--- src/rtl/control_juego_if.sv ---
// control_juego_if: buttons/board in, phase codes and spawn requests out; slave faces the sequencer
interface control_juego_if;
  logic [3:0] btn;
  logic [3:0][3:0][11:0] matriz;
  logic [3:0] estado;
  logic [2:0] mov;
  logic spawn_en;
  logic [1:0] spawn_fila;
  logic [1:0] spawn_col;
  logic [11:0] spawn_valor;
  logic ocupado;
  logic gano;
  logic perdio;
  modport slave (
    input  btn, matriz,
    output estado, mov, spawn_en, spawn_fila, spawn_col, spawn_valor, ocupado, gano, perdio
  );
  modport master (
    output btn, matriz,
    input  estado, mov, spawn_en, spawn_fila, spawn_col, spawn_valor, ocupado, gano, perdio
  );
endinterface

--- src/rtl/control_juego.sv ---
// control_juego: 2048 move sequencer with LFSR tile spawning and win/loss detection; MOV_NULO_CHECK_EN skips spawning after no-op moves
module control_juego #(
  parameter logic [15:0] LFSR_SEMILLA = 16'hACE1,
  parameter logic [11:0] VALOR_META = 12'd2048,
  parameter logic [3:0] PROB4_MASK = 4'hF
) (
  input logic clk,
  input logic rst_n,
  control_juego_if.slave bus
);
  // low nibble is the estado code, upper bits separate states sharing a code
  typedef enum logic [5:0] {
    ESPERA = 6'h00, INI_GEN1 = 6'h01, INI_GEN2 = 6'h11, GENERAR = 6'h21,
    VER_GANO = 6'h03, VER_PERDIO = 6'h13, COMPRIMIR = 6'h04, LATCH1 = 6'h05,
    COMBINAR = 6'h06, LATCH2 = 6'h07, GANO = 6'h08, LIMPIAR = 6'h09,
    PERDIO = 6'h0A, INI_LIMPIAR = 6'h0B
  } estado_e;
  estado_e state_q, state_d;
  logic [15:0] lfsr_q;
  logic [3:0] btn_q, idx_q, idx_d, cnt_q, cnt_d;
  logic [2:0] mov_q, mov_d, mov_btn;
  logic [15:0] es_meta, es_vacia;
  logic [23:0] es_par;
  logic acepta, es_gen, entra_gen, spawn, fin_gen, sin_efecto;
  for (genvar f = 0; f < 4; f++) begin : g_f
    for (genvar c = 0; c < 4; c++) begin : g_c
      assign es_meta[4*f+c] = bus.matriz[f][c] == VALOR_META;
      assign es_vacia[4*f+c] = bus.matriz[f][c] == 12'd0;
    end
    for (genvar c = 0; c < 3; c++) begin : g_p
      assign es_par[6*f+c] = bus.matriz[f][c] == bus.matriz[f][c+1];
      assign es_par[6*f+3+c] = bus.matriz[c][f] == bus.matriz[c+1][f];
    end
  end
`ifdef MOV_NULO_CHECK_EN
  logic [3:0][3:0][11:0] snap_q;
  always_ff @(posedge clk)
    if (rst_n && acepta) snap_q <= bus.matriz;
  assign sin_efecto = bus.matriz == snap_q;
`else
  assign sin_efecto = 1'b0;
`endif
  assign acepta = state_q == ESPERA && bus.btn != 4'd0 && (bus.btn & (bus.btn - 4'd1)) == 4'd0
                  && (bus.btn & ~btn_q) != 4'd0;
  assign mov_btn = bus.btn[3] ? 3'b011 : bus.btn[2] ? 3'b100 : bus.btn[1] ? 3'b010 : 3'b001;
  assign es_gen = state_q inside {INI_GEN1, INI_GEN2, GENERAR};
  assign spawn = es_gen && es_vacia[idx_q];
  // a full board exhausts 16 probes and leaves without spawning
  assign fin_gen = spawn || (es_gen && cnt_q == 4'd15);
  always_comb begin
    state_d = state_q;
    case (state_q)
      INI_LIMPIAR: state_d = INI_GEN1;
      INI_GEN1:    state_d = fin_gen ? INI_GEN2 : INI_GEN1;
      INI_GEN2:    state_d = fin_gen ? ESPERA : INI_GEN2;
      ESPERA:      state_d = acepta ? COMPRIMIR : ESPERA;
      COMPRIMIR:   state_d = LATCH1;
      LATCH1:      state_d = COMBINAR;
      COMBINAR:    state_d = LATCH2;
      LATCH2:      state_d = LIMPIAR;
      LIMPIAR:     state_d = VER_GANO;
      VER_GANO:    state_d = (|es_meta) ? GANO : sin_efecto ? ESPERA : GENERAR;
      GENERAR:     state_d = fin_gen ? VER_PERDIO : GENERAR;
      VER_PERDIO:  state_d = (!(|es_vacia) && !(|es_par)) ? PERDIO : ESPERA;
      default:     state_d = state_q;
    endcase
  end
  always_comb begin
    entra_gen = state_d != state_q && state_d inside {INI_GEN1, INI_GEN2, GENERAR};
    idx_d = entra_gen ? lfsr_q[3:0] : es_gen ? idx_q + 4'd1 : idx_q;
    cnt_d = entra_gen ? 4'd0 : es_gen ? cnt_q + 4'd1 : cnt_q;
    mov_d = state_d == ESPERA ? 3'b000 : acepta ? mov_btn : mov_q;
  end
  always_ff @(posedge clk)
    if (!rst_n) begin
      state_q <= INI_LIMPIAR;
      lfsr_q <= LFSR_SEMILLA;
      btn_q <= 4'd0;
      idx_q <= 4'd0;
      cnt_q <= 4'd0;
      mov_q <= 3'b000;
    end else begin
      state_q <= state_d;
      lfsr_q <= {lfsr_q[14:0], lfsr_q[15] ^ lfsr_q[13] ^ lfsr_q[12] ^ lfsr_q[10]};
      btn_q <= bus.btn;
      idx_q <= idx_d;
      cnt_q <= cnt_d;
      mov_q <= mov_d;
    end
  assign bus.estado = state_q[3:0];
  assign bus.mov = mov_q;
  assign bus.spawn_en = spawn;
  assign bus.spawn_fila = spawn ? idx_q[3:2] : 2'd0;
  assign bus.spawn_col = spawn ? idx_q[1:0] : 2'd0;
  assign bus.spawn_valor = !spawn ? 12'd0 : (lfsr_q[7:4] & PROB4_MASK) == 4'd0 ? 12'd4 : 12'd2;
  assign bus.ocupado = !(state_q inside {ESPERA, GANO, PERDIO});
  assign bus.gano = state_q == GANO;
  assign bus.perdio = state_q == PERDIO;
endmodule

--- src/flat_wrapper.sv ---
// flat-port wrapper written by rule: the top's interface ports become plain ports
module control_juego_flat 
#(
  parameter logic [15:0] LFSR_SEMILLA = 16'hACE1,
  parameter logic [11:0] VALOR_META = 12'd2048,
  parameter logic [3:0] PROB4_MASK = 4'hF
)
  (clk, rst_n, bus_btn, bus_matriz, bus_estado, bus_mov, bus_spawn_en, bus_spawn_fila, bus_spawn_col, bus_spawn_valor, bus_ocupado, bus_gano, bus_perdio);
  control_juego_if bus_i ();
  input logic clk;
  input logic rst_n;
  input wire logic [$bits(bus_i.btn)-1:0] bus_btn;
  input wire logic [$bits(bus_i.matriz)-1:0] bus_matriz;
  output wire logic [$bits(bus_i.estado)-1:0] bus_estado;
  output wire logic [$bits(bus_i.mov)-1:0] bus_mov;
  output wire logic [$bits(bus_i.spawn_en)-1:0] bus_spawn_en;
  output wire logic [$bits(bus_i.spawn_fila)-1:0] bus_spawn_fila;
  output wire logic [$bits(bus_i.spawn_col)-1:0] bus_spawn_col;
  output wire logic [$bits(bus_i.spawn_valor)-1:0] bus_spawn_valor;
  output wire logic [$bits(bus_i.ocupado)-1:0] bus_ocupado;
  output wire logic [$bits(bus_i.gano)-1:0] bus_gano;
  output wire logic [$bits(bus_i.perdio)-1:0] bus_perdio;
  assign bus_i.btn = bus_btn;
  assign bus_i.matriz = bus_matriz;
  assign bus_estado = bus_i.estado;
  assign bus_mov = bus_i.mov;
  assign bus_spawn_en = bus_i.spawn_en;
  assign bus_spawn_fila = bus_i.spawn_fila;
  assign bus_spawn_col = bus_i.spawn_col;
  assign bus_spawn_valor = bus_i.spawn_valor;
  assign bus_ocupado = bus_i.ocupado;
  assign bus_gano = bus_i.gano;
  assign bus_perdio = bus_i.perdio;
  control_juego #(.LFSR_SEMILLA(LFSR_SEMILLA), .VALOR_META(VALOR_META), .PROB4_MASK(PROB4_MASK)) u_core (.clk(clk), .rst_n(rst_n), .bus(bus_i));
endmodule
--- config.mk ---
export PLATFORM = sky130hd
export DESIGN_NAME = control_juego_flat
export DESIGN_NICKNAME = d
export VERILOG_FILES = /design/src/rtl/control_juego_if.sv /design/src/rtl/control_juego.sv /design/src/flat_wrapper.sv
export SDC_FILE = /design/constraint.sdc
export NUM_CORES = 1
export LEC_CHECK = 0
export BUFFER_PORTS_ARGS = -buffer_cell sky130_fd_sc_hd__clkbuf_2
export CELL_PAD_IN_SITES_DETAIL_PLACEMENT = 0
export CELL_PAD_IN_SITES_GLOBAL_PLACEMENT = 1
export CORE_MARGIN = 4
export CORE_UTILIZATION = 33
export CTS_CLUSTER_SIZE = 14
export DETAILED_ROUTE_END_ITERATION = 10
export GPL_TIMING_DRIVEN = 1
export PLACE_DENSITY_LB_ADDON = 0.1
export SYNTH_ARGS = -nofsm -noshare
export SYNTH_HDL_FRONTEND = slang
export SYNTH_SLANG_ARGS = --single-unit
--- constraint.sdc ---
create_clock -name clk -period 3.15 [get_ports clk]
set_input_delay 0.4725 -clock clk [delete_from_list [all_inputs] [get_ports clk]]
set_output_delay 0.4725 -clock clk [all_outputs]
set_load 0.03 [all_outputs]
==> results of run 1 <==
[state kept, by name (all words and copies together), names as in the netlist]
name	cells
u_core.btn_q	4
u_core.bus.mov	3
u_core.cnt_q	4
u_core.idx_q	4
u_core.lfsr_q	16
u_core.state_q	6
[per-layer routing]
| layer | GRT usage | share of wire | vias up |
|---|---|---|---|
| li1 | - | - | 3620 |
| met3 | 0.02429 | 0.047 | 35 |
| met2 | 0.4499 | 0.50 | 226 |
| met1 | 0.3185 | 0.44 | 3379 |
| met5 | 0 | 0 | - |
| met4 | 0.06173 | 0.020 | 0 |
[where the power goes]
part	internal, mW	switching [mW]
combinational	0.976	1.10
sequential	0.534	0.107
clock	0.294	0.200
[per-stage QoR]
stage	power [mW]	instance area [um2]	hold WS (ns)
finish	3.215	9089	0.4069
floorplan	1.828	6296	0.3863
CTS	3.181	9021	0.4124
detailed placement	2.673	8875	0.3966
global route	3.441	9089	0.4321
global placement	2.682	8875	0.3921
[placed cells by master (no fill, tap or decap), types with 7 or more instances in the layout]
master                     instances
sky130_fd_sc_hd__a21oi_1          12
sky130_fd_sc_hd__and2_1           16
sky130_fd_sc_hd__buf_4           219
sky130_fd_sc_hd__clkbuf_2        213
sky130_fd_sc_hd__conb_1           10
sky130_fd_sc_hd__dfxtp_1          37
sky130_fd_sc_hd__inv_1            13
sky130_fd_sc_hd__mux2i_1           8
sky130_fd_sc_hd__nand2_1          28
sky130_fd_sc_hd__nand2b_1         10
sky130_fd_sc_hd__nand3_1          29
sky130_fd_sc_hd__nand4_1          33
sky130_fd_sc_hd__nor2_1           49
sky130_fd_sc_hd__nor2b_1           7
sky130_fd_sc_hd__nor3_1           35
sky130_fd_sc_hd__nor3b_1          14
sky130_fd_sc_hd__nor4_1           85
sky130_fd_sc_hd__o21ai_0           8
sky130_fd_sc_hd__xnor2_1          40
sky130_fd_sc_hd__xor2_1          257
[worst max-delay path: stages]
cell,delay (ns)
sky130_fd_sc_hd__clkbuf_2,0.09
sky130_fd_sc_hd__nor4_2,0.31
sky130_fd_sc_hd__nand4_1,0.32
sky130_fd_sc_hd__nor3b_1,0.38
sky130_fd_sc_hd__o211ai_1,0.15
sky130_fd_sc_hd__and4_4,0.23
sky130_fd_sc_hd__buf_4,0.14
sky130_fd_sc_hd__nor4_1,0.28
sky130_fd_sc_hd__buf_4,0.21
[area by class of cell]
class	count	area, um2
Fill cell	1947	9617
Multi-Input combinational cell	710	5150
Timing Repair Buffer	432	2710
Sequential cell	37	740.7
Tap cell	234	292.8
Clock buffer	5	125.1
Inverter	13	48.80
Clock inverter	3	21.27
[timing repair]
item | CTS | global route
gates resized for setup | 0 | 14
endpoints found under the setup margin | 0 | 14
endpoints found under the hold margin | 0 | 0
[synth_stat cells, drive strengths merged (4+ instances only)]
master  count  area, um2
o22ai       4      25.02
nor3b      14      105.1
and2       16      100.1
and3        5      31.28
nand2      28      105.1
nor3       37      201.5
or4         5      41.29
a21oi      13      65.06
nand2b     10      62.56
nand3      29      145.1
nand4      33      206.5
nor4       90      575.6
nor2       51      191.4
mux2i       8      80.08
buf        35      214.0
clkbuf     55      207.7
xor2      257       2251
o21ai       8      40.04
inv        13      48.80
dfxtp      37      740.7
xnor2      40      350.3
nor2b       7      43.79
[cells by family after synthesis]
logic type	after synthesis	synth area share
DFF	37	0.1183
AOI/OAI and AO/OA	55	0.06394
xor gates and xnor gates	297	0.4154
buffers and inverters	103	0.07512
adders and majority gates	2	0.003995
muxes	9	0.01518
other	1	0.0005988
and+or+nand+nor	337	0.3075
[how the worst min path moves through the flow]
stage / start / to / slack [ns] / cells past startpoint
finish: u_core.lfsr_q[14]$_SDFF_PN0_ / u_core.lfsr_q[15]$_SDFF_PN1_ / 0.41 / 1
global route: u_core.lfsr_q[14]$_SDFF_PN0_ / u_core.lfsr_q[15]$_SDFF_PN1_ / 0.43 / 1
CTS: u_core.lfsr_q[14]$_SDFF_PN0_ / u_core.lfsr_q[15]$_SDFF_PN1_ / 0.41 / 1
detailed placement: u_core.lfsr_q[9]$_SDFF_PN0_ / u_core.lfsr_q[10]$_SDFF_PN1_ / 0.40 / 1
global placement: u_core.lfsr_q[14]$_SDFF_PN0_ / u_core.lfsr_q[15]$_SDFF_PN1_ / 0.39 / 1
floorplan: u_core.lfsr_q[9]$_SDFF_PN0_ / u_core.lfsr_q[10]$_SDFF_PN1_ / 0.39 / 1
==> summary.json, run 1 <==
{
  "run_status": {"value": "completed"},
  "power.density_cell_area": {"value": 353.7, "unit": "nW/um2"},
  "timing_worst_slew_pin_value": {"value": 0.5904, "unit": "ns"},
  "ios": {"value": 225},
  "clk_latency": {"value": 0.28, "unit": "ns"},
  "total_die_area": {"value": 21240, "unit": "um2"},
  "die_x": {"value": 145.8, "unit": "um"},
  "critical_path.reg2reg.startpoint": {"value": "u_core.idx_q[0]$_SDFFE_PN0P_"},
  "worstPathMaxFanout": {"value": 2},
  "critical_path.endpoint": {"value": "bus_spawn_valor[1]"},
  "finalHoldViolations": {"value": 0},
  "drive_gt1_frac": {"value": 0.3875},
  "final_cell_count_no_fill": {"value": 1434},
  "cp_data_required_time": {"value": 2.68, "unit": "ns"},
  "skew": {"value": 0.004702, "unit": "ns"},
  "floorplan.initialDensity": {"value": 0.3348},
  "drt-total-wl": {"value": 27.64, "unit": "mm"},
  "reg2reg_setup_slack": {"value": 0.24, "unit": "ns"},
  "cts-root-buf": {"value": "sky130_fd_sc_hd__clkbuf_16"},
  "vias_in_the_first_global_route": {"value": 7358},
  "min_path_type": {"value": "reg -> reg"},
  "globalplace.congestion": {"value": 0.9606},
  "synth_ff_type": {"value": "sky130_fd_sc_hd__dfxtp_1"},
  "post_synthesis_async_set_or_reset_flop_share": {"value": 0},
  "power.leakage": {"value": 4.269, "unit": "nW"},
  "firstDrtPassIters": {"value": 5},
  "timing.slew.headroom": {"value": 0.6064},
  "coreArea": {"value": 18710, "unit": "um2"},
  "fin_nets": {"value": 1399},
  "insertedDiodeCount": {"value": 0},
  "vias": {"value": 7260},
  "route.antenna.remaining_nets": {"value": 0},
  "synth_area_per_cell": {"value": 7.446, "unit": "um2"},
  "htree_levels": {"value": 2},
  "post-cts-setup-buffer-count": {"value": 0},
  "number_of_buffers_created_by_cts": {"value": 5},
  "achievable-frequency": {"value": 326.2, "unit": "MHz"},
  "synth_cell_type_count": {"value": 63},
  "place_inst": {"value": 1426},
  "syn2layout_area_growth": {"value": 45.13, "unit": "%"},
  "maxSlewViolCount": {"value": 0},
  "timing.final.crit_share": {"value": 0.9734},
  "rsz0062_at_grt": {"value": "false"},
  "dpl_worst_slack": {"value": -0.2021, "unit": "ns"},
  "highest_ir_drop_seen_on_vdd": {"value": 0.4771, "unit": "mV"},
  "portBuffers": {"value": 214},
  "critical_path.endpoint_type": {"value": "output port"},
  "fin_util": {"value": 0.4859},
  "netlist_area": {"value": 6262, "unit": "um2"},
  "critical_path.startpoint_type": {"value": "input pin"},
  "synth_enable_flop_cells": {"value": 0},
  "dpl.hpwl": {"value": 23.70, "unit": "mm"},
  "placement_row_count": {"value": 50},
  "final-setup-viol-count": {"value": 0},
  "tritoncts": {"value": "built"},
  "first_iter_violations": {"value": 362},
  "grt_first_pass_wirelength": {"value": 42.30, "unit": "mm"},
  "final.setup.worst_slack": {"value": 0.08392, "unit": "ns"},
  "syn_inst": {"value": 841},
  "cts-root-to-sink-buffers": {"value": 2},
  "antenna_found_initial": {"value": 0},
  "clk_pin_slew_worst_paths": {"value": 0.06, "unit": "ns"},
  "criticalPathCategory": {"value": "in -> out"},
  "grt_start_max_net_pins": {"value": 36},
  "setup_total_negative_slack": {"value": 0, "unit": "ns"},
  "cp-startpoint": {"value": "bus_matriz[84]"},
  "cts_hold_buffers": {"value": 0},
  "synth_warnings": {"value": 0},
  "synth-seq-area-share": {"value": 0.1183},
  "global_route.overflow_total": {"value": 0},
  "grt.total_usage": {"value": 0.2493},
  "synth_seq_cells": {"value": 37},
  "r2r.worst_path.cells": {"value": 10},
  "dieHeight": {"value": 145.8, "unit": "um"},
  "route.detailed.vias_per_inst": {"value": 5.063},
  "finalCriticalPeriod": {"value": 3.066, "unit": "ns"},
  "tritoncts_num_sinks": {"value": 37},
  "cap_viol_max_count": {"value": 0},
  "reg2reg_to": {"value": "u_core.idx_q[3]$_SDFFE_PN0P_"},
  "drt_drc_violations_left": {"value": 0},
  "worstPathArrival": {"value": 2.59, "unit": "ns"},
  "routed_wire_length_per_instance": {"value": 19.28, "unit": "um"}
}
No activity file was read; power rests on OpenSTA's default activity.
==> run 2: changes to the inputs <==
==> constraint.sdc (replaced) <==
create_clock -name clk -period 3.15 [get_ports clk]
set_input_delay 0.63 -clock clk [delete_from_list [all_inputs] [get_ports clk]]
set_output_delay 0.63 -clock clk [all_outputs]
set_load 0.03 [all_outputs]
==> run 2 against run 1 <==
  * The flow now finishes with violations (setup timing)
  * Critical path depth unchanged
  * Worst setup slack worse by 0.24 ns
  * Sequential power down 3.4%
  * Core utilization up 2.2 points
  * Clock skew down 0.0030 ns
  * Non-clock buffer count up 25
  * Sequential share of layout area down 0.35 points
  * Design area up 4.5%
  * Flip-flop and latch count unchanged
  * Register-to-register slack worse by 0.09 ns
  * Global-route usage up 0.46 points
  * Largest cell class unchanged
  * Largest power group unchanged
==> summary.json, run 2 (same netlist as run 1, synthesis figures left out) <==
{
  "vias": {"value": 7392},
  "dpl.hpwl": {"value": 23.92, "unit": "mm"},
  "failed_checks": {"value": "setup timing"},
  "ios": {"value": 225},
  "setup_total_negative_slack": {"value": -0.6626, "unit": "ns"},
  "tritoncts_num_sinks": {"value": 37},
  "portBuffers": {"value": 214},
  "whs": {"value": 0.4080, "unit": "ns"},
  "timing.final.crit_share": {"value": 1.049},
  "fin_area": {"value": 9502, "unit": "um2"},
  "drt_drc_violations_left": {"value": 0},
  "finalCriticalPeriod": {"value": 3.304, "unit": "ns"},
  "critical_path.endpoint_type": {"value": "output port"},
  "run_status": {"value": "finished, violations left"},
  "globalplace.congestion": {"value": 0.9355},
  "coreArea": {"value": 18710, "unit": "um2"},
  "grt_first_pass_wirelength": {"value": 43.17, "unit": "mm"},
  "insertedDiodeCount": {"value": 0},
  "syn2layout_area_growth": {"value": 51.73, "unit": "%"},
  "total_die_area": {"value": 21240, "unit": "um2"},
  "reg2reg_setup_slack": {"value": 0.15, "unit": "ns"},
  "largest_reg_flops": {"value": 16},
  "drive_gt1_frac": {"value": 0.4082},
  "number_of_buffers_created_by_cts": {"value": 5},
  "dpl_worst_slack": {"value": -0.4011, "unit": "ns"},
  "die_x": {"value": 145.8, "unit": "um"},
  "max_flop_register": {"value": "u_core.lfsr_q"},
  "fin_nets": {"value": 1424},
  "achievable-frequency": {"value": 302.7, "unit": "MHz"},
  "power.leakage": {"value": 4.456, "unit": "nW"},
  "detailed_place.area": {"value": 9062, "unit": "um2"},
  "routed_wire_length_per_instance": {"value": 19.22, "unit": "um"},
  "criticalPathCategory": {"value": "in -> out"},
  "cts-root-buf": {"value": "sky130_fd_sc_hd__clkbuf_16"},
  "dieHeight": {"value": 145.8, "unit": "um"},
  "vias_in_the_first_global_route": {"value": 7669},
  "grt_start_max_net_pins": {"value": 36},
  "final_common_cell": {"value": "sky130_fd_sc_hd__xor2_1"},
  "rsz0062_at_grt": {"value": "true"},
  "route.antenna.remaining_nets": {"value": 0},
  "final-setup-viol-count": {"value": 9},
  "clk_latency": {"value": 0.28, "unit": "ns"},
  "maxSlewViolCount": {"value": 0},
  "r2r.worst_path.cells": {"value": 11},
  "antenna_found_initial": {"value": 0},
  "placement_row_count": {"value": 50},
  "cts_hold_buffers": {"value": 0},
  "timing_worst_slew_pin_value": {"value": 0.8808, "unit": "ns"},
  "drt-total-wl": {"value": 28.04, "unit": "mm"},
  "floorplan.initialDensity": {"value": 0.3348},
  "first_iter_violations": {"value": 326},
  "min_path_type": {"value": "reg -> reg"},
  "cp_data_required_time": {"value": 2.52, "unit": "ns"},
  "cp-startpoint": {"value": "bus_matriz[156]"},
  "skew": {"value": 0.001744, "unit": "ns"},
  "route.detailed.vias_per_inst": {"value": 5.066},
  "power.density_cell_area": {"value": 364.1, "unit": "nW/um2"},
  "finalHoldViolations": {"value": 0},
  "highest_ir_drop_seen_on_vdd": {"value": 0.6832, "unit": "mV"},
  "critical_path.reg2reg.startpoint": {"value": "u_core.state_q[0]$_SDFF_PN1_"},
  "cap_viol_max_count": {"value": 0},
  "critical_path.endpoint": {"value": "bus_spawn_valor[1]"},
  "htree_levels": {"value": 2},
  "global_route.overflow_total": {"value": 0},
  "firstDrtPassIters": {"value": 4},
  "tritoncts": {"value": "built"},
  "timing.slew.headroom": {"value": 0.4074},
  "grt.total_usage": {"value": 0.2539},
  "clk_pin_slew_worst_paths": {"value": 0.06, "unit": "ns"},
  "cts-root-to-sink-buffers": {"value": 2},
  "worstPathMaxFanout": {"value": 3},
  "reg2reg_to": {"value": "u_core.idx_q[1]$_SDFFE_PN0P_"},
  "layout_common_cells": {"value": "sky130_fd_sc_hd__xor2_1 (257), sky130_fd_sc_hd__buf_4 (239), sky130_fd_sc_hd__clkbuf_2 (205)"},
  "final.setup.worst_slack": {"value": -0.1536, "unit": "ns"},
  "largest_registers": {"value": "u_core.lfsr_q (16), u_core.state_q (6)"},
  "worstPathArrival": {"value": 2.67, "unit": "ns"},
  "critical_path.startpoint_type": {"value": "input pin"}
}
[run 2: layout make-up]
class	count	area [um2]
clock buffer	6	128.9
clock inverter	2	38.79
fill	1893	9204
inverter	13	48.80
multi-input combinational	710	5253
sequential	37	740.7
tap	234	292.8
timing repair buffer	457	2999
[run 2: what timing repair did]
action,CTS,global route
endpoints found under the hold margin,0,0
buffers inserted,2,2
gates resized for setup,25,27
endpoints found under the setup margin,16,18
pin swaps,5,7
[run 2: stage by stage]
step | std cells | util | power, mW
3_5_place_dp | 1447 | 0.4845 | 2.742
3_3_place_gp | 1447 | 0.4845 | 2.741
2_1_floorplan | 850 | - | 1.832
6_report | 1459 | 0.5080 | 3.459
4_1_cts | 1457 | 0.5010 | 3.374
5_1_grt | 1459 | 0.5080 | 3.686
[run 2: how the worst min path moves through the flow]
stage                     slack (ns)                         start                           end  cells after the start
after floorplan                 0.39   u_core.lfsr_q[9]$_SDFF_PN0_  u_core.lfsr_q[10]$_SDFF_PN1_                      1
after global placement          0.39  u_core.lfsr_q[14]$_SDFF_PN0_  u_core.lfsr_q[15]$_SDFF_PN1_                      1
after detailed placement        0.40  u_core.lfsr_q[14]$_SDFF_PN0_  u_core.lfsr_q[15]$_SDFF_PN1_                      1
after CTS                       0.41  u_core.lfsr_q[14]$_SDFF_PN0_  u_core.lfsr_q[15]$_SDFF_PN1_                      1
after global routing            0.42  u_core.lfsr_q[14]$_SDFF_PN0_  u_core.lfsr_q[15]$_SDFF_PN1_                      1
final                           0.41  u_core.lfsr_q[14]$_SDFF_PN0_  u_core.lfsr_q[15]$_SDFF_PN1_                      1
[run 2: layer usage]
layer	up-vias	part of all wire	global-route usage
met5	-	0	0
met2	239	0.50	0.4657
met4	0	0.020	0.06030
met3	32	0.058	0.03488
met1	3450	0.42	0.3131
li1	3671	-	-
[run 2: critical path, stage by stage]
cell,delay (ns)
sky130_fd_sc_hd__buf_6,0.09
sky130_fd_sc_hd__or4_4,0.56
sky130_fd_sc_hd__nor4_4,0.23
sky130_fd_sc_hd__and3b_2,0.26
sky130_fd_sc_hd__a311oi_4,0.07
sky130_fd_sc_hd__a22o_4,0.28
sky130_fd_sc_hd__buf_6,0.13
sky130_fd_sc_hd__nor4_4,0.22
sky130_fd_sc_hd__clkbuf_8,0.20
[run 2: where the power goes]
group	leakage, nW	switching (mW)	internal (mW)
clock	0.0810	0.192	0.375
sequential	0.305	0.0851	0.534
combinational	4.07	1.20	1.07
total	4.46	1.48	1.98
==> run 3: changes to the inputs <==
- CELL_PAD_IN_SITES_DETAIL_PLACEMENT: 0 -> 1
==> run 3 against run 2 <==
  * The flow still finishes with violations (setup timing)
  * Worst setup slack improved by 0.0016 ns
  * Sequential power is essentially flat
  * Total power fell by 0.90%
  * Critical path depth did not move
  * Flip-flop and latch count stayed put
  * Worst hold slack got worse by 0.0046 ns
  * Critical endpoint is now bus_spawn_valor[2]
  * Largest power group unchanged
==> summary.json, run 3 (same netlist as run 1, synthesis figures left out) <==
{
  "skew": {"value": 0.005681, "unit": "ns"},
  "tritoncts_num_sinks": {"value": 37},
  "final-setup-viol-count": {"value": 11},
  "largest_registers": {"value": "u_core.lfsr_q (16), u_core.state_q (6)"},
  "cts-root-buf": {"value": "sky130_fd_sc_hd__clkbuf_16"},
  "r2r.worst_path.cells": {"value": 12},
  "timing.slew.headroom": {"value": 0.4281},
  "dpl.hpwl": {"value": 25.95, "unit": "mm"},
  "cap_viol_max_count": {"value": 0},
  "place_inst": {"value": 1447},
  "fin_nets": {"value": 1426},
  "grt.total_usage": {"value": 0.2716},
  "layout_common_cells": {"value": "sky130_fd_sc_hd__xor2_1 (257), sky130_fd_sc_hd__buf_4 (244), sky130_fd_sc_hd__clkbuf_2 (207)"},
  "criticalPathCategory": {"value": "in -> out"},
  "internal-power": {"value": 1.902, "unit": "mW"},
  "switching_share": {"value": 0.4452},
  "worstPathMaxFanout": {"value": 5},
  "first_iter_violations": {"value": 312},
  "finalHoldViolations": {"value": 0},
  "clk_latency": {"value": 0.29, "unit": "ns"},
  "ios": {"value": 225},
  "critical_path.startpoint_type": {"value": "input pin"},
  "power.net_switching": {"value": 1.526, "unit": "mW"},
  "final.fill_count": {"value": 2426},
  "reg2reg_to": {"value": "u_core.idx_q[0]$_SDFFE_PN0P_"},
  "largest_reg_flops": {"value": 16},
  "timing_worst_slew_pin_value": {"value": 0.8500, "unit": "ns"},
  "drt-total-wl": {"value": 30.23, "unit": "mm"},
  "firstDrtPassIters": {"value": 5},
  "vias_in_the_first_global_route": {"value": 8352},
  "timing.final.crit_share": {"value": 1.048},
  "combinational_power_share": {"value": 0.675},
  "global_route.overflow_total": {"value": 0},
  "worstPathArrival": {"value": 2.67, "unit": "ns"},
  "drt_drc_violations_left": {"value": 0},
  "grt_start_max_net_pins": {"value": 36},
  "cpPeakStageDelay": {"value": 0.55, "unit": "ns"},
  "insertedDiodeCount": {"value": 0},
  "endpoint_with_the_worst_hold_slack": {"value": "u_core.lfsr_q[15]$_SDFF_PN1_"},
  "clk_pin_slew_worst_paths": {"value": 0.06, "unit": "ns"},
  "reg2reg_setup_slack": {"value": 0.10, "unit": "ns"},
  "placement_row_count": {"value": 50},
  "min_path_type": {"value": "reg -> reg"},
  "critical_path.reg2reg.startpoint": {"value": "u_core.state_q[2]$_SDFF_PN0_"},
  "startpoint_of_the_worst_hold_path": {"value": "u_core.lfsr_q[14]$_SDFF_PN0_"},
  "cp_data_required_time": {"value": 2.52, "unit": "ns"},
  "portBuffers": {"value": 214},
  "htree_levels": {"value": 2},
  "syn2layout_area_growth": {"value": 51.01, "unit": "%"},
  "final_common_cell": {"value": "sky130_fd_sc_hd__xor2_1"},
  "power.leakage": {"value": 4.440, "unit": "nW"},
  "critical_path.endpoint_type": {"value": "output port"},
  "number_of_buffers_created_by_cts": {"value": 5},
  "total_die_area": {"value": 21240, "unit": "um2"},
  "cts-root-to-sink-buffers": {"value": 2},
  "globalplace.congestion": {"value": 0.9355},
  "highest_ir_drop_seen_on_vdd": {"value": 0.4940, "unit": "mV"},
  "rsz0062_at_grt": {"value": "true"},
  "tritoncts": {"value": "built"},
  "coreArea": {"value": 18710, "unit": "um2"},
  "cts_hold_buffers": {"value": 0},
  "die_x": {"value": 145.8, "unit": "um"},
  "achievable-frequency": {"value": 302.8, "unit": "MHz"},
  "drive_gt1_frac": {"value": 0.4099},
  "maxSlewViolCount": {"value": 0},
  "vias": {"value": 7650},
  "floorplan.initialDensity": {"value": 0.3348},
  "dieHeight": {"value": 145.8, "unit": "um"},
  "hold_crit_depth": {"value": 1},
  "antenna_found_initial": {"value": 0},
  "crit_family": {"value": "simple AND/OR/NAND/NOR gates"},
  "sequential_power_share": {"value": 0.181},
  "finalCriticalPeriod": {"value": 3.302, "unit": "ns"},
  "critical_path.slowest_cell": {"value": "sky130_fd_sc_hd__or4_4"},
  "failed_checks": {"value": "setup timing"},
  "run_status": {"value": "finished, violations left"},
  "route.detailed.vias_per_inst": {"value": 5.236},
  "clkPwrFrac": {"value": 0.144},
  "route.antenna.remaining_nets": {"value": 0},
  "max_flop_register": {"value": "u_core.lfsr_q"},
  "critical_path_buffer_and_inverter_count": {"value": 2},
  "fin_util": {"value": 0.5056},
  "grt_first_pass_wirelength": {"value": 46.17, "unit": "mm"},
  "final_cell_count_no_fill": {"value": 1461},
  "power.density_cell_area": {"value": 362.5, "unit": "nW/um2"},
  "ordered_cell_list_for_the_critical_path": {"value": "buf_6, or4_4, nor4_4, and3b_2, a311oi_4, a22o_4, nor3_4, and2_4, buf_8"},
  "final.setup.worst_slack": {"value": -0.1520, "unit": "ns"},
  "routed_wire_length_per_instance": {"value": 20.69, "unit": "um"}
}
-- run 3: cell count changes in the layout (fill, tap and decap cells not counted), sizes merged --
cell,previous run,this run
inv,13,14
bufinv,1,0
clkinvlp,0,1
buf,250,251
-- run 3: final cells by class --
class | count | area, um2 | share of cell area
Timing Repair Buffer | 459 | 2984 | 0.3156
Multi-Input combinational cell | 710 | 5244 | 0.5545
Tap cell | 234 | 292.8 | 0.03096
Clock inverter | 3 | 21.27 | 0.002249
Clock buffer | 5 | 125.1 | 0.01323
Inverter | 13 | 48.80 | 0.005160
Sequential cell | 37 | 740.7 | 0.07833
-- run 3: worst max-delay path by stage --
| stage | slack (ns) | cells past startpoint | startpoint | end |
|---|---|---|---|---|
| final | -0.15 | 9 | bus_matriz[161] | bus_spawn_valor[2] |
| after global routing | -0.22 | 9 | bus_matriz[87] | bus_spawn_valor[1] |
| after CTS | -0.25 | 9 | bus_matriz[156] | bus_spawn_valor[1] |
| after detailed placement | -0.46 | 13 | bus_matriz[156] | u_core.bus.mov[0]$_SDFFE_PP0P_ |
| after global placement | -0.38 | 13 | bus_matriz[156] | u_core.bus.mov[1]$_SDFFE_PP0P_ |
| after floorplan | -0.25 | 11 | bus_matriz[72] | u_core.idx_q[1]$_SDFFE_PN0P_ |
-- run 3: power groups by stage --
stage	clock network, mW	logic, mW	registers, mW
floorplan	0	1.25	0.581
global placement	0	2.12	0.625
detailed placement	0	2.16	0.627
CTS	0.506	2.22	0.618
global route	0.523	2.50	0.632
finish	0.495	2.31	0.620
-- run 3: per-layer routing --
layer,up-vias,part of all wire,GRT usage
met3,55,0.045,0.03239
met1,3696,0.41,0.3201
met4,0,0.030,0.09829
met5,-,0,0
met2,222,0.51,0.5036
li1,3677,-,-
-- run 3: stage by stage --
step / cell area [um2] / power (mW) / setup WS (ns) / TNS, ns / hold WS [ns]
2_1_floorplan: 6320 / 1.832 / -0.2526 / -0.7194 / 0.3863
3_3_place_gp: 9062 / 2.741 / -0.3764 / -4.893 / 0.3881
3_5_place_dp: 9062 / 2.785 / -0.4619 / -5.766 / 0.3930
4_1_cts: 9329 / 3.338 / -0.2458 / -1.757 / 0.4040
5_1_grt: 9457 / 3.650 / -0.2235 / -2.343 / 0.4316
6_report: 9457 / 3.428 / -0.1520 / -1.165 / 0.4034
-- run 3: worst register-to-register path, cell delays in order (launching register included) --
cell	delay (ns)
sky130_fd_sc_hd__dfxtp_1	0.43
sky130_fd_sc_hd__nor2_1	0.31
sky130_fd_sc_hd__nand2_1	0.11
sky130_fd_sc_hd__buf_4	0.17
sky130_fd_sc_hd__a21oi_1	0.33
sky130_fd_sc_hd__inv_1	0.22
sky130_fd_sc_hd__nor3_4	0.31
sky130_fd_sc_hd__buf_4	0.16
sky130_fd_sc_hd__o41a_4	0.15
sky130_fd_sc_hd__a2111oi_4	0.04
sky130_fd_sc_hd__nor4b_4	0.34
sky130_fd_sc_hd__buf_4	0.22
sky130_fd_sc_hd__mux2i_1	0.18
-- run 3: timing repair --
action	4_1_cts	5_1_grt
pin swaps	4	14
cloned	0	0
resized for setup	19	24
setup endpoints to repair	16	18
setup buffers	4	2
